==> config.mk <==
export PLATFORM = sky130hd
export DESIGN_NAME = axis_demux_1to2
export DESIGN_NICKNAME = d
export VERILOG_FILES = /design/src/rtl/axis_demux_1to2.sv
export SDC_FILE = /design/constraint.sdc
export NUM_CORES = 1
export LEC_CHECK = 0
export ABC_CLOCK_PERIOD_IN_PS = 2000
export CORE_ASPECT_RATIO = 1.1
export CORE_UTILIZATION = 41
export CTS_BUF_LIST = sky130_fd_sc_hd__clkbuf_8 sky130_fd_sc_hd__clkbuf_16
export CTS_CLUSTER_DIAMETER = 30
export CTS_CLUSTER_SIZE = 16
export DETAILED_ROUTE_END_ITERATION = 12
export HOLD_SLACK_MARGIN = 0.1
export PLACE_DENSITY = 0.78
export SYNTH_ARGS = -nofsm -noshare
export SYNTH_HDL_FRONTEND = slang
export SYNTH_SLANG_ARGS = --single-unit
==> constraint.sdc <==
create_clock -name clk -period 2 [get_ports clk]
set_clock_uncertainty 0.05 [all_clocks]
set_input_delay 0.5 -clock clk [delete_from_list [all_inputs] [get_ports clk]]
set_output_delay 0.5 -clock clk [all_outputs]
set_load 0.005 [all_outputs]
==> src/rtl/axis_demux_1to2.sv <==
// Registered 1-to-2 AXI-stream demultiplexer with per-packet route locking.
// Each output has its own register stage; the input stalls only on the output it is routed to.
module axis_demux_1to2 #(
  parameter int unsigned WIDTH = 16
) (
  input  logic             clk,
  input  logic             rst,
  input  logic             sel,
  input  logic [WIDTH-1:0] data,
  input  logic             valid,
  input  logic             last,
  output logic             ready,
  output logic [WIDTH-1:0] data_0,
  output logic             valid_0,
  output logic             last_0,
  input  logic             ready_0,
  output logic [WIDTH-1:0] data_1,
  output logic             valid_1,
  output logic             last_1,
  input  logic             ready_1
);

  typedef enum logic {
    IDLE = 1'b0,
    BUSY = 1'b1
  } state_t;

  state_t state;
  state_t state_next;
  logic   route;
  logic   route_next;
  logic   eff_route;
  logic   free_0;
  logic   free_1;
  logic   accept;
  logic   load_0;
  logic   load_1;

  // Route selection, input handshake and next-state logic
  always_comb begin
    state_next = state;
    route_next = route;
    eff_route  = (state == BUSY) ? route : sel;
    free_0     = !valid_0 || ready_0;
    free_1     = !valid_1 || ready_1;
    ready      = !rst && (eff_route ? free_1 : free_0);
    accept     = valid && ready;
    load_0     = accept && !eff_route;
    load_1     = accept && eff_route;
    if (accept) begin
      case (state)
        IDLE: begin
          // single-beat packets never open a packet, so route stays untouched
          if (!last) begin
            route_next = sel;
            state_next = BUSY;
          end
        end
        BUSY: begin
          if (last) begin
            state_next = IDLE;
          end
        end
      endcase
    end
  end

  // Route FSM state register
  always_ff @(posedge clk) begin
    if (rst) begin
      state <= IDLE;
      route <= 1'b0;
    end else begin
      state <= state_next;
      route <= route_next;
    end
  end

  // Output register 0: load wins over drain so valid stays high on a simultaneous refill
  always_ff @(posedge clk) begin
    if (rst) begin
      valid_0 <= 1'b0;
      data_0  <= '0;
      last_0  <= 1'b0;
    end else if (load_0) begin
      valid_0 <= 1'b1;
      data_0  <= data;
      last_0  <= last;
    end else if (ready_0) begin
      valid_0 <= 1'b0;
    end
  end

  // Output register 1
  always_ff @(posedge clk) begin
    if (rst) begin
      valid_1 <= 1'b0;
      data_1  <= '0;
      last_1  <= 1'b0;
    end else if (load_1) begin
      valid_1 <= 1'b1;
      data_1  <= data;
      last_1  <= last;
    end else if (ready_1) begin
      valid_1 <= 1'b0;
    end
  end

endmodule

==> flow_metrics.py, run 1 <==
metrics = {
    "run_status": {
        "outcome": "complete, but fails checks",
        "failed_checks": "design-rule violations",
    },
    "logic_synthesis": {
        "yosys-top-cells-count": "38 x dfxtp_1, 36 x mux2i_1, 35 x nor2_1",
        "async_flop_share_pct": 0,
        "synth.area.top_cells": "dfxtp_1 54%, mux2i_1 25%, nor2_1 9.3%, buf_6 2.4%, nand2b_1 1.8%",
        "yosys.area.top_type": "dfxtp_1",
        "synth_nets": 156,
        "netlist_area_um2": 1420,
        "ys.flop_type": "dfxtp_1",
        "ys_seq_area_share_pct": 53.7,
        "synth.avg_cell_area_um2": 10.6,
        "synth_cell_types": 17,
        "ys_ff_latch": 38,
        "yosysMostFrequentCell": "dfxtp_1",
        "synth_top_area_share_pct": 53.7,
        "synth_edf_count": 0,
        "syn_inst": 133,
        "ys_warn_count": 0,
    },
    "setup_path": {
        "crit_path_end": "ready",
        "worstPathArrival_ps": 1370,
        "reg2reg_slack_ps": 380,
        "reg2reg_from": "state$_SDFFE_PP0P_",
        "cp-end-kind": "output port",
        "setup.worst_path.class": "in -> out",
        "r2r-end": "route$_SDFFE_PP0P_",
        "required_ps": 1450,
        "worstSetupStartpoint": "ready_0",
        "r2r_cells": 5,
        "start_kind": "primary input",
        "critPathMaxFanout": 2,
    },
    "grt": {
        "gr-total-overflow": 0,
        "antenna_found_initial": 0,
        "grt_pass1_vias": 1246,
        "grt_start_max_net_pins": 24,
        "gr-usage-all-layers_pct": 19.2,
        "grt_pass1_wl_mm": 5.42,
    },
    "power_and_ir_drop": {
        "combPwrFrac_pct": 14.7,
        "seqPwrFrac_pct": 52.0,
        "p_int_mw": 1.20,
        "clkPwrFrac_pct": 33.3,
        "powerDensity_nw_per_um2": 704,
        "netSwitchingPower_uw": 346,
        "ir_drop_mv": 0.508,
        "switching_share_pct": 22.3,
        "power_leakage_nw": 1.03,
    },
    "sta": {
        "rsz0062_at_grt": "no",
        "max_freq_mhz": 521,
        "whs_ps": 446,
        "maxSlewViolCount": 0,
        "tightestPinTransition_ps": 269,
        "timing.final.crit_share_pct": 96.0,
        "max_slew_margin_pct": 81.9,
        "min_period_ps": 1920,
        "setup_viol": 0,
        "finalHoldViolCount": 0,
    },
    "floorplan": {
        "die_x_um": 58.0,
        "core_um2": 3330,
        "start_util_pct": 42.5,
        "die_y_um": 63.6,
        "fp.dieArea_um2": 3690,
        "placementRows": 22,
        "num_io_pins": 60,
    },
    "finish": {
        "seq_area_um2": 761,
        "fillers": 260,
        "area_growth_pct": 55.4,
        "final_nets": 224,
        "diodes": 0,
        "multi_input_area_um2": 609,
        "fin_area_um2": 2200,
        "drive_gt1_share_pct": 10.9,
    },
    "placement": {
        "placed_area_um2": 2100,
        "io_buffer_count": 59,
        "routabilityCongestion": 0.764,
        "dp_hpwl_mm": 2.42,
    },
    "route": {
        "top_layer": "met4",
        "vias": 1164,
        "routedWlPerCell_um": 12.7,
        "drc_errors": 2,
        "vias_per_cell": 4.66,
        "final_antenna_net_count": 0,
        "met3WireLength_um": 137,
        "route.met2.wl_mm": 1.73,
        "met1_length_mm": 1.26,
        "firstDrtPassIters": 8,
        "finalWirelength_mm": 3.17,
        "first_iter_violations": 22,
    },
    "clock_tree": {
        "post_cts_buffers": 0,
        "clock-sinks": 38,
        "htreeDepth": 2,
        "cts-root-buf": "clkbuf_8",
        "cts_hold_buf": 0,
        "cts_buffer_depth": 2,
        "insertion_delay_ps": 280,
        "cts_tree": "built",
        "clkTransAtPathRegs_ps": 70,
        "cts_buffers": 5,
    },
    "flow_run": {
        "maxCapViolations": 0,
    },
    "worst_hold_path": {
        "hp-class": "reg -> reg",
        "holdCritStartpoint": "data_0[7]$_SDFFE_PP0P_",
        "hold_depth": 2,
    },
}
power by group through the flow:
| stage | combinational, mW | clock (mW) | sequential (mW) |
|---|---|---|---|
| final | 0.228 | 0.517 | 0.805 |
| after global routing | 0.247 | 0.572 | 0.809 |
| after detailed placement | 0.230 | 0 | 0.822 |
| after global placement | 0.224 | 0 | 0.820 |
| after CTS | 0.231 | 0.533 | 0.806 |
| after floorplan | 0.0953 | 0 | 0.823 |
worst max-delay path, cell delays in order:
cell and delay, ps:
clkdlybuf4s50_1 460, nand2b_4 120, mux2i_1 60, nor2_1 110
buf_2 120
placed cells by master (no fill, tap or decap):
master / synthesis / layout
nor3b_1: 1 / 1
nor2_1: 35 / 35
a21oi_1: 2 / 2
nand2b_1: 4 / 2
clkbuf_8: 0 / 6
clkinv_2: 0 / 1
nor2b_1: 1 / 1
buf_12: 0 / 1
clkdlybuf4s50_1: 0 / 57
nand2_1: 1 / 1
dlygate4sd2_1: 0 / 1
and3b_1: 1 / 1
mux2i_2: 1 / 1
buf_2: 1 / 1
mux2i_1: 36 / 36
nand3b_1: 1 / 1
dfxtp_1: 38 / 38
buf_4: 1 / 10
inv_1: 0 / 1
nand3_1: 1 / 1
nand2b_4: 0 / 2
a211oi_1: 2 / 2
stage by stage:
| step | worst slack [ps] | setup TNS (ps) | cells | total power [mW] | util, % |
|---|---|---|---|---|---|
| after floorplan | 313 | 0 | 133 | 0.918 | - |
| after global placement | -368 | -2350 | 242 | 1.04 | 63.1 |
| after detailed placement | -417 | -3040 | 242 | 1.05 | 63.1 |
| after CTS | 65.9 | 0 | 250 | 1.57 | 66.1 |
| after global routing | 36.0 | 0 | 250 | 1.63 | 66.1 |
| final | 79.6 | 0 | 250 | 1.55 | 66.1 |
routing by layer:
layer  vias to the layer above  global-route usage, %
li1                        579                      -
met1                       552                   20.7
met2                        28                   34.5
met3                         5                   4.72
met4                         0                   8.63
met5                         -                      0
worst min path at each step:
stage	slack, ps	endpoint
after floorplan	410	route$_SDFFE_PP0P_
after global placement	420	route$_SDFFE_PP0P_
after detailed placement	440	data_0[7]$_SDFFE_PP0P_
after CTS	450	data_0[0]$_SDFFE_PP0P_
after global routing	480	route$_SDFFE_PP0P_
final	450	data_0[7]$_SDFFE_PP0P_
state kept, by name (all words and copies together), names as in the netlist:
| signal | cells |
|---|---|
| data_0 | 16 |
| data_1 | 16 |
| last_0 | 1 |
| last_1 | 1 |
| route | 1 |
| state | 1 |
| valid_0 | 1 |
| valid_1 | 1 |
area by class of cell:
type	instances	share of cell area [%]
Sequential cell	38	34.6
Timing Repair Buffer	70	30.9
Multi-Input combinational cell	86	27.7
Clock buffer	6	3.75
Tap cell	48	2.73
Clock inverter	2	0.398
timing repair:
action                     4_1_cts  5_1_grt
setup endpoints to repair        1        0
resized for setup                7        0
hold endpoints to repair         0        0
cells by family (layout without fill, tap and decap cells):
| kind of cell | Yosys count | in the layout | synth area share (%) |
|---|---|---|---|
| and+or+nand+nor | 45 | 45 | 13.8 |
| buffers and inverters | 9 | 78 | 4.33 |
| AOI/OAI and AO/OA | 4 | 4 | 1.77 |
| DFF | 38 | 38 | 53.7 |
| muxes | 37 | 37 | 26.4 |
No activity file was read; power rests on OpenSTA's default activity.
==> run 2: changes to the inputs <==
- ABC_AREA: default -> 1
- CORE_UTILIZATION: 41 -> 61
- DONT_BUFFER_PORTS: default -> 1
- PLACE_DENSITY: 0.78 -> 0.77
==> run 2 against run 1 <==
Net effect:
- the flow now finishes without violations
- die area decreased by 20%
- wire length increased by 7.4%
- final cell count increased by 1.2%
- flip-flop and latch count unchanged
- register-to-register slack got worse by 40 ps
- synthesized cell count increased by 68%
- critical path depth increased by 1
- largest cell class unchanged
==> flow_metrics.py, run 2 <==
metrics = {
    "run_status": {
        "outcome": "completed",
    },
    "setup_path": {
        "r2r-end": "data_0[15]$_SDFFE_PP0P_",
        "critPathMaxFanout": 5,
        "cp-end-kind": "output port",
        "setup.worst_path.class": "reg -> out",
        "start_kind": "register",
        "reg2reg_slack_ps": 340,
        "required_ps": 1450,
        "r2r_cells": 10,
        "reg2reg_from": "state$_SDFFE_PP0P_",
        "worstPathArrival_ps": 1330,
    },
    "placement": {
        "io_buffer_count": 0,
        "dp_hpwl_mm": 2.51,
        "placed_cells": 245,
        "routabilityCongestion": 0.807,
        "place_ws_ps": 328,
    },
    "floorplan": {
        "fp.dieArea_um2": 2970,
        "die_y_um": 57.0,
        "start_util_pct": 66.1,
        "core_um2": 2540,
        "placementRows": 19,
        "num_io_pins": 60,
        "die_x_um": 52.0,
    },
    "sta": {
        "finalHoldViolCount": 0,
        "timing.final.crit_share_pct": 94.2,
        "max_freq_mhz": 531,
        "rsz0062_at_grt": "no",
        "tightestPinTransition_ps": 562,
        "min_period_ps": 1880,
        "whs_ps": 222,
        "tns_ps": 0,
        "max_slew_margin_pct": 62.5,
        "setup_slack_ps": 117,
        "maxSlewViolCount": 0,
        "setup_viol": 0,
    },
    "logic_synthesis": {
        "synth.avg_cell_area_um2": 7.54,
        "yosysMostFrequentCell": "nor2_1",
        "synth_cell_types": 18,
        "synth_edf_count": 0,
        "ys_seq_area_share_pct": 45.3,
        "synth_nets": 246,
        "async_flop_share_pct": 0,
        "yosys.area.top_type": "dfxtp_1",
        "synth_top_area_share_pct": 45.3,
        "netlist_area_um2": 1680,
        "syn_inst": 223,
        "yosys-top-cells-count": "58 x nor2_1, 38 x dfxtp_1, 24 x nand2_1",
        "ys.flop_type": "dfxtp_1",
        "ys_ff_latch": 38,
        "ys_warn_count": 0,
        "synth.area.top_cells": "dfxtp_1 45%, nor2_1 13%, nor2_2 7.1%, nand4_1 6.7%, a21oi_1 5.7%",
    },
    "power_and_ir_drop": {
        "ir_drop_mv": 0.760,
        "power_leakage_nw": 0.793,
        "powerDensity_nw_per_um2": 913,
    },
    "worst_hold_path": {
        "holdCritStartpoint": "rst",
        "hold_depth": 1,
        "holdPathEnd": "data_1[5]$_SDFFE_PP0P_",
        "hp-class": "in -> reg",
    },
    "route": {
        "routedWlPerCell_um": 13.5,
        "vias_per_cell": 5.47,
        "firstDrtPassIters": 4,
        "finalWirelength_mm": 3.41,
        "first_iter_violations": 37,
        "vias": 1383,
        "final_antenna_net_count": 0,
        "drc_errors": 0,
    },
    "finish": {
        "final_cells": 253,
        "utilization_pct": 70.2,
        "diodes": 0,
        "drive_gt1_share_pct": 18.5,
        "layout_commonest_cell": "nor2_1",
        "final_nets": 244,
        "final_cell_mix": "58 x nor2_1, 38 x dfxtp_1, 24 x nand2_1",
        "area_growth_pct": 6.33,
        "reg_top3": "data_0: 16 flops, data_1: 16 flops",
    },
    "grt": {
        "antenna_found_initial": 0,
        "grt_pass1_wl_mm": 5.69,
        "gr-total-overflow": 0,
        "grt_pass1_vias": 1363,
        "gr-usage-all-layers_pct": 25.6,
        "grt_start_max_net_pins": 36,
    },
    "clock_tree": {
        "clock-sinks": 38,
        "cts_buffers": 5,
        "cts_hold_buf": 0,
        "htreeDepth": 2,
        "cts_buffer_depth": 2,
        "cts-root-buf": "clkbuf_8",
        "clkTransAtPathRegs_ps": 80,
        "cts_resized": 0,
        "cts_tree": "built",
        "insertion_delay_ps": 290,
        "post_cts_buffers": 0,
    },
    "flow_run": {
        "maxCapViolations": 0,
    },
}
[run 2: changes by cell type in the layout (fill, tap and decap cells not counted), moves of 3 or more]
cell and change:
buf_4 -6, clkdlybuf4s50_1 -57, nor2_1 +23, nor2_2 +19
inv_1 +22, inv_2 +3, a21oi_1 +17, nand2_1 +23
mux2i_1 -36, nand4_1 +18, nand2_4 +3
[run 2: worst max-delay path: stages (launching register included)]
cell	delay, ps
dfxtp_1	440
inv_2	80
nand2_4	80
nand2_4	90
nand2_4	90
inv_2	30
nor2_1	230
[run 2: layout make-up]
type / count / area (um^2)
flip-flops and latches: 38 / 761
inverters: 26 / 97.6
repair buffers: 4 / 30.0
clock buffers: 5 / 68.8
well taps: 31 / 38.8
multi-input cells: 146 / 746
fillers: 211 / 757
clock inverters: 3 / 45.0
[run 2: power by group]
part	total [mW]	internal [mW]	switching, mW
sequential	0.821	0.792	0.0291
combinational	0.158	0.0565	0.102
clock	0.651	0.371	0.280
[run 2: per-layer routing]
metal  GRT usage, %  share of wire [%]
met5              0                  0
met4           12.4                1.5
met3           7.73                5.8
met2           45.8                 52
met1           26.6                 41
[run 2: kinds of logic after synthesis]
| group | share of synthesized area [%] |
|---|---|
| buf+inv | 10.3 |
| compound gates | 5.66 |
| simple gates | 38.7 |
| flops | 45.3 |
[run 2: worst max-delay path by stage]
| stage | depth (start not counted) | start | to |
|---|---|---|---|
| after global routing | 6 | state$_SDFFE_PP0P_ | ready |
| after floorplan | 5 | rst | ready |
| after global placement | 9 | sel | data_0[8]$_SDFFE_PP0P_ |
| after CTS | 6 | state$_SDFFE_PP0P_ | ready |
| after detailed placement | 5 | rst | data_1[1]$_SDFFE_PP0P_ |
| final | 6 | state$_SDFFE_PP0P_ | ready |
[run 2: stage by stage]
step           total power [mW]  cell area, um^2
2_1_floorplan             0.979             1680
3_3_place_gp              0.990             1670
3_5_place_dp              0.998             1670
4_1_cts                    1.64             1790
5_1_grt                    1.69             1790
6_report                   1.63             1790
